`src/rtl/pmod_led_scheduler_if.sv`:
```
// pmod_led_scheduler_if: bundles requester inputs and scheduler LED/grant outputs
// i_req/i_color/i_blink : per-requester request level, {r,g,b} color, blink enable
// o_grant/o_busy        : one-hot owner and busy flag
// o_led_r/g/b           : LED pin drives
interface pmod_led_scheduler_if #(
    parameter int NUM_REQ = 4
);
    logic [NUM_REQ-1:0]   i_req;
    logic [3*NUM_REQ-1:0] i_color;
    logic [NUM_REQ-1:0]   i_blink;
    logic [NUM_REQ-1:0]   o_grant;
    logic                 o_busy;
    logic                 o_led_r;
    logic                 o_led_g;
    logic                 o_led_b;
    modport master (
        output i_req, i_color, i_blink,
        input  o_grant, o_busy, o_led_r, o_led_g, o_led_b
    );
    modport slave (
        input  i_req, i_color, i_blink,
        output o_grant, o_busy, o_led_r, o_led_g, o_led_b
    );
endinterface

```
`src/rtl/pmod_led_scheduler.sv`:
```
// pmod_led_scheduler: fixed-priority sharing of one RGB LED with hold time, PWM dimming and blink
// i_clock  : system clock
// i_nReset : synchronous active-low reset
// bus      : slave side of pmod_led_scheduler_if (requests, colors, blink in; grant, busy, LEDs out)
module pmod_led_scheduler #(
    parameter int NUM_REQ       = 4,
    parameter int PWM_PERIOD    = 100,
    parameter int PWM_DUTY      = 10,
    parameter int MIN_HOLD      = 1000,
    parameter int BLINK_PERIODS = 500
) (
    input logic                  i_clock,
    input logic                  i_nReset,
    pmod_led_scheduler_if.slave  bus
);
    localparam int PW = $clog2(PWM_PERIOD);
    localparam int BW = $clog2(BLINK_PERIODS + 1);
    localparam int HW = $clog2(MIN_HOLD + 1);
    localparam logic [1:0] IDLE   = 2'd0;
    localparam logic [1:0] LOCKED = 2'd1;
    localparam logic [1:0] OPEN   = 2'd2;

    logic [1:0]         state_q, state_d;
    logic [PW-1:0]      pwm_cnt_q, pwm_cnt_d;
    logic [BW-1:0]      blink_cnt_q, blink_cnt_d;
    logic               blink_phase_q, blink_phase_d;
    logic [HW-1:0]      hold_cnt_q, hold_cnt_d;
    logic [NUM_REQ-1:0] grant_q, grant_d;
    logic [2:0]         color_q, color_d;
    logic               blink_q, blink_d;
    logic               busy_q, busy_d;
    logic [2:0]         led_q, led_d;
    logic [NUM_REQ-1:0] win_oh;
    logic [2:0]         win_color;
    logic               win_blink;
    logic               pwm_on, period_tick, blink_wrap, load;

    assign pwm_on      = int'(pwm_cnt_q) < PWM_DUTY;
    assign period_tick = pwm_cnt_q == PW'(PWM_PERIOD - 1);
    assign blink_wrap  = blink_cnt_q == BW'(BLINK_PERIODS - 1);
    // Isolates the lowest set request bit: index 0 has top priority
    assign win_oh      = bus.i_req & (~bus.i_req + NUM_REQ'(1));
    assign win_blink   = |(bus.i_blink & win_oh);

    always_comb begin
        win_color = '0;
        for (int i = 0; i < NUM_REQ; i++)
            win_color = win_color | (bus.i_color[3*i +: 3] & {3{win_oh[i]}});
    end

    always_comb begin
        pwm_cnt_d     = period_tick ? '0 : pwm_cnt_q + PW'(1);
        blink_cnt_d   = period_tick ? (blink_wrap ? '0 : blink_cnt_q + BW'(1)) : blink_cnt_q;
        blink_phase_d = blink_phase_q ^ (period_tick & blink_wrap);
        state_d       = state_q;
        hold_cnt_d    = hold_cnt_q;
        grant_d       = grant_q;
        color_d       = color_q;
        blink_d       = blink_q;
        load          = 1'b0;
        if (state_q == IDLE) begin
            load = |bus.i_req;
        end else if (state_q == LOCKED) begin
            if (period_tick) begin
                hold_cnt_d = hold_cnt_q - HW'(1);
                state_d    = (hold_cnt_q == HW'(1)) ? OPEN : LOCKED;
            end
        end else if (!(|bus.i_req)) begin
            state_d = IDLE;
            grant_d = '0;
            color_d = '0;
            blink_d = 1'b0;
        end else begin
            load = win_oh != grant_q;
        end
        // A (re)grant overrides any concurrent hold decrement
        if (load) begin
            state_d    = LOCKED;
            hold_cnt_d = HW'(MIN_HOLD);
            grant_d    = win_oh;
            color_d    = win_color;
            blink_d    = win_blink;
        end
        busy_d = state_d != IDLE;
        led_d  = color_q & {3{pwm_on & (~blink_q | blink_phase_q)}};
    end

    always_ff @(posedge i_clock) begin
        if (!i_nReset) begin
            state_q       <= IDLE;
            pwm_cnt_q     <= '0;
            blink_cnt_q   <= '0;
            blink_phase_q <= 1'b1;
            hold_cnt_q    <= '0;
            grant_q       <= '0;
            color_q       <= '0;
            blink_q       <= 1'b0;
            busy_q        <= 1'b0;
            led_q         <= '0;
        end else begin
            state_q       <= state_d;
            pwm_cnt_q     <= pwm_cnt_d;
            blink_cnt_q   <= blink_cnt_d;
            blink_phase_q <= blink_phase_d;
            hold_cnt_q    <= hold_cnt_d;
            grant_q       <= grant_d;
            color_q       <= color_d;
            blink_q       <= blink_d;
            busy_q        <= busy_d;
            led_q         <= led_d;
        end
    end

    assign bus.o_grant = grant_q;
    assign bus.o_busy  = busy_q;
    assign bus.o_led_r = led_q[2];
    assign bus.o_led_g = led_q[1];
    assign bus.o_led_b = led_q[0];
endmodule

```
`src/flat_wrapper.sv`:
```
// flat-port wrapper written by rule: the top's interface ports become plain ports
module pmod_led_scheduler_flat 
#(
    parameter int NUM_REQ       = 4,
    parameter int PWM_PERIOD    = 100,
    parameter int PWM_DUTY      = 10,
    parameter int MIN_HOLD      = 1000,
    parameter int BLINK_PERIODS = 500
)
  (i_clock, i_nReset, bus_i_req, bus_i_color, bus_i_blink, bus_o_grant, bus_o_busy, bus_o_led_r, bus_o_led_g, bus_o_led_b);
  pmod_led_scheduler_if #(.NUM_REQ(NUM_REQ)) bus_i ();
  input logic i_clock;
  input logic i_nReset;
  input wire logic [$bits(bus_i.i_req)-1:0] bus_i_req;
  input wire logic [$bits(bus_i.i_color)-1:0] bus_i_color;
  input wire logic [$bits(bus_i.i_blink)-1:0] bus_i_blink;
  output wire logic [$bits(bus_i.o_grant)-1:0] bus_o_grant;
  output wire logic [$bits(bus_i.o_busy)-1:0] bus_o_busy;
  output wire logic [$bits(bus_i.o_led_r)-1:0] bus_o_led_r;
  output wire logic [$bits(bus_i.o_led_g)-1:0] bus_o_led_g;
  output wire logic [$bits(bus_i.o_led_b)-1:0] bus_o_led_b;
  assign bus_i.i_req = bus_i_req;
  assign bus_i.i_color = bus_i_color;
  assign bus_i.i_blink = bus_i_blink;
  assign bus_o_grant = bus_i.o_grant;
  assign bus_o_busy = bus_i.o_busy;
  assign bus_o_led_r = bus_i.o_led_r;
  assign bus_o_led_g = bus_i.o_led_g;
  assign bus_o_led_b = bus_i.o_led_b;
  pmod_led_scheduler #(.NUM_REQ(NUM_REQ), .PWM_PERIOD(PWM_PERIOD), .PWM_DUTY(PWM_DUTY), .MIN_HOLD(MIN_HOLD), .BLINK_PERIODS(BLINK_PERIODS)) u_core (.i_clock(i_clock), .i_nReset(i_nReset), .bus(bus_i));
endmodule
```
`config.mk`:
```
export PLATFORM = sky130hd
export DESIGN_NAME = pmod_led_scheduler_flat
export DESIGN_NICKNAME = d
export VERILOG_FILES = /design/src/rtl/pmod_led_scheduler_if.sv /design/src/rtl/pmod_led_scheduler.sv /design/src/flat_wrapper.sv
export SDC_FILE = /design/constraint.sdc
export NUM_CORES = 1
export LEC_CHECK = 0
export ABC_AREA = 1
export BUFFER_PORTS_ARGS = -buffer_cell sky130_fd_sc_hd__buf_2
export CAP_MARGIN = 20
export CORE_MARGIN = 2
export CORE_UTILIZATION = 50
export DETAILED_ROUTE_END_ITERATION = 12
export PLACE_DENSITY = 0.79
export SLEW_MARGIN = 40
export SYNTH_ARGS = -nofsm -noshare
export SYNTH_HDL_FRONTEND = slang
export SYNTH_SLANG_ARGS = --single-unit
```
`constraint.sdc`:
```
create_clock -name i_clock -period 1.3 [get_ports i_clock]
set_input_delay 0.065 -clock i_clock [delete_from_list [all_inputs] [get_ports i_clock]]
set_output_delay 0.065 -clock i_clock [all_outputs]
set_load 0.01 [all_outputs]
```
==> results.cfg <==
[routing]
drt_iter0_drc = 97
final_antenna_net_count = 0
drt-total-wl_mm = 5.253
wl_per_cell_um = 11.55
vias = 2314
drc = 0
viasPerCell = 5.086
first_pass_iters = 4

[floorplanning]
rows = 23
ioPinCount = 30
start_util_pct = 53.28
die_w_um = 69.99
core_area_um2 = 4086
die_h_um = 69.99
die_area_um2 = 4898

[finish]
stdcell_count = 455
n_fill_cell = 311
diodes = 0
final_nets = 430
multi_input_area_um2 = 1315
syn2layout_area_growth_pct = 37.07
drive_above_1_share_pct = 31.36
final_cell_mix = nand2_1, inv_1, nor2_1
ff_latch_area_um2 = 829.5
layout_commonest_cell = nand2_1
final_cell_area_um2 = 2984

[clock_tree]
cts_max_path_buffers = 2
cts-root-buf = clkbuf_8
cts_sinks = 41
cts_made_buffers = 5
clock_latency_ps = 310
clk_pin_slew_worst_paths_ps = 90
htreeDepth = 2
cts_tree = built

[synthesis]
ys_warn_count = 0
seq_area_frac_synth_pct = 37.70
synth_seq_cells = 41
syn_area_per_cell_um2 = 6.479
synth_nets = 362
yosysUniqueCellTypes = 28
syn_area_um2 = 2177
synthCells = 336

[worst_setup_path]
cp.arrival_ps = 1650
startpoint = u_core.pwm_cnt_q[0]
r2r-start = u_core.pwm_cnt_q[0]
required_ps = 1550
worst_r2r_path_depth = 8
r2r_slack_ps = -100
end_kind = flip-flop
crit_path_start_kind = flip-flop
endpoint = u_core.hold_cnt_q[1]
cp_max_fo = 8
timing.rr.end = u_core.hold_cnt_q[1]
crit_type = reg2reg

[power]
internal-power_uw = 2335
peakVddDrop_v = 0.0007066
pwr-share-comb_pct = 17.9
p_per_area_nw_per_um2 = 1077
clkPwrFrac_pct = 39.3
p_switching_uw = 879.8
power_frac_seq_pct = 42.8
leakage_uw = 0.001478
power.share.switching_pct = 27.37

[placed_design]
placedInstanceArea_um2 = 2597
gp_congestion = 0.8474
post-place-ws_ps = -143.8
post-dp-hpwl_mm = 3.466
dp.cells = 438
port_buffers = 29

[timing]
hold_viol = 0
whs_ps = 62.23
setup_viol = 20
setup_ws_ps = -97.08
fin_skew_ps = 9.015
slew_viol_final = 0
tns_ps = -895.5
rsz0062_at_grt = yes
fin_crit_ps = 1397
tightest_slew_ps = 336.1
fmax_mhz = 715.8
period_share_pct = 107.5
maxSlewHeadroom_pct = 77.49

[global_routing]
globalRouteTotalUtil_pct = 20.89
grt_start_max_net_pins = 15
grt.overflow.total = 0
grt_first_pass_wirelength_mm = 8.204
grt_pass1_vias = 2003
antenna_found_initial = 0

[job]
cap_viol_max_count = 0

[outcome]
violations = setup timing
status = finished, violations left

[min_path]
hp-class = in2reg
[area by class of cell]
class	count	area share [%]
clock buffer	5	2.306
clock inverter	3	2.306
inverter	53	6.834
multi-input combinational	239	44.07
sequential	41	27.80
tap	50	2.096
timing repair buffer	64	14.59
[cell usage after synthesis]
master | instances | area, um2
ha_1 | 4 | 50.05
a21oi_1 | 14 | 70.07
nor2_4 | 2 | 22.52
nand3_2 | 1 | 10.01
nor2_8 | 1 | 20.02
dfxtp_1 | 41 | 820.8
xnor2_1 | 1 | 8.760
nor3b_1 | 5 | 37.54
buf_2 | 1 | 5.000
buf_4 | 1 | 7.510
nand2_2 | 1 | 6.260
nor3_1 | 4 | 20.02
o211ai_1 | 1 | 7.510
nor2_2 | 1 | 6.260
nand2_1 | 103 | 386.6
buf_6 | 1 | 11.26
nand4_1 | 6 | 37.54
nor2_1 | 45 | 168.9
inv_4 | 2 | 12.51
buf_8 | 1 | 15.01
a21o_1 | 1 | 7.510
o21a_1 | 1 | 7.510
clkbuf_1 | 1 | 3.750
inv_1 | 51 | 191.4
o21ai_0 | 10 | 50.05
nand3_1 | 32 | 160.2
xor2_1 | 3 | 26.28
or2_0 | 1 | 6.260
[kinds of logic (layout without fill, tap and decap cells)]
kind of cell	count (synthesis)	in the layout	share of synthesized area, %
AO/OA/AOI/OAI	27	27	6.552
XOR/XNOR	4	4	1.609
adder cells (fa/ha/maj)	4	4	2.299
buffers and inverters	58	125	11.32
flip-flops	41	41	37.70
AND/OR/NAND/NOR	202	204	40.52
[power groups by stage]
stage               Combinational (uW)  Sequential [uW]  Clock, uW
floorplan                          282             1400          0
global placement                   453             1400          0
detailed placement                 466             1400          0
CTS                                513             1370       1280
global route                       638             1380       1340
finish                             576             1370       1260
[routing by layer]
metal  vias to the layer above  routed length (um)  GRT usage (%)
li1                       1186                   -              -
met4                         0                 152          9.829
met5                         -                   0              0
met2                        59                2605          35.45
met3                        14                 242          5.916
met1                      1055                2253          24.15
[registers in the layout, indices dropped and copies added (netlist names)]
register,flops
u_core.blink_cnt_q,9
u_core.bus.o_grant,4
u_core.led_q,3
u_core.color_q,3
u_core.hold_cnt_q,10
u_core.bus.o_busy,1
u_core.blink_q,1
u_core.blink_phase_q,1
u_core.state_q,2
u_core.pwm_cnt_q,7
[how the worst min path moves through the flow]
stage                              start                    end  slack [ps]  depth (start not counted)
after global routing        bus_i_req[0]  u_core.bus.o_grant[0]          60                          3
after global placement      bus_i_req[0]  u_core.bus.o_grant[0]         370                          3
final                       bus_i_req[0]  u_core.bus.o_grant[0]          60                          3
after floorplan                 i_nReset  u_core.blink_cnt_q[0]         230                          2
after CTS                   bus_i_req[0]  u_core.bus.o_grant[0]          60                          3
after detailed placement  bus_i_color[9]      u_core.color_q[0]         380                          5
[stage by stage]
| stage | utilization [%] | power (uW) |
|---|---|---|
| CTS | 70.09 | 3167 |
| finish | 73.03 | 3215 |
| global placement | 63.56 | 1851 |
| detailed placement | 63.56 | 1866 |
| floorplan | - | 1686 |
| global route | 73.03 | 3360 |
[critical path: stages (launching register included)]
cell and delay, ps:
dfxtp_2 360, ha_4 150, nand2_4 50, nor2_4 140, inv_4 80, nor2_8 150, inv_4 80, or2_0 200
a21oi_1 120
[what timing repair did]
item                       in CTS  in global routing
setup buffers                   6                  1
setup endpoints to repair      28                 31
gates cloned                    1                  1
hold endpoints to repair        0                  0
gates resized for setup        20                 32
pin swaps                       6                 10
hold buffers                    0                  0
Note: power is estimated with default switching activity, not from simulation.
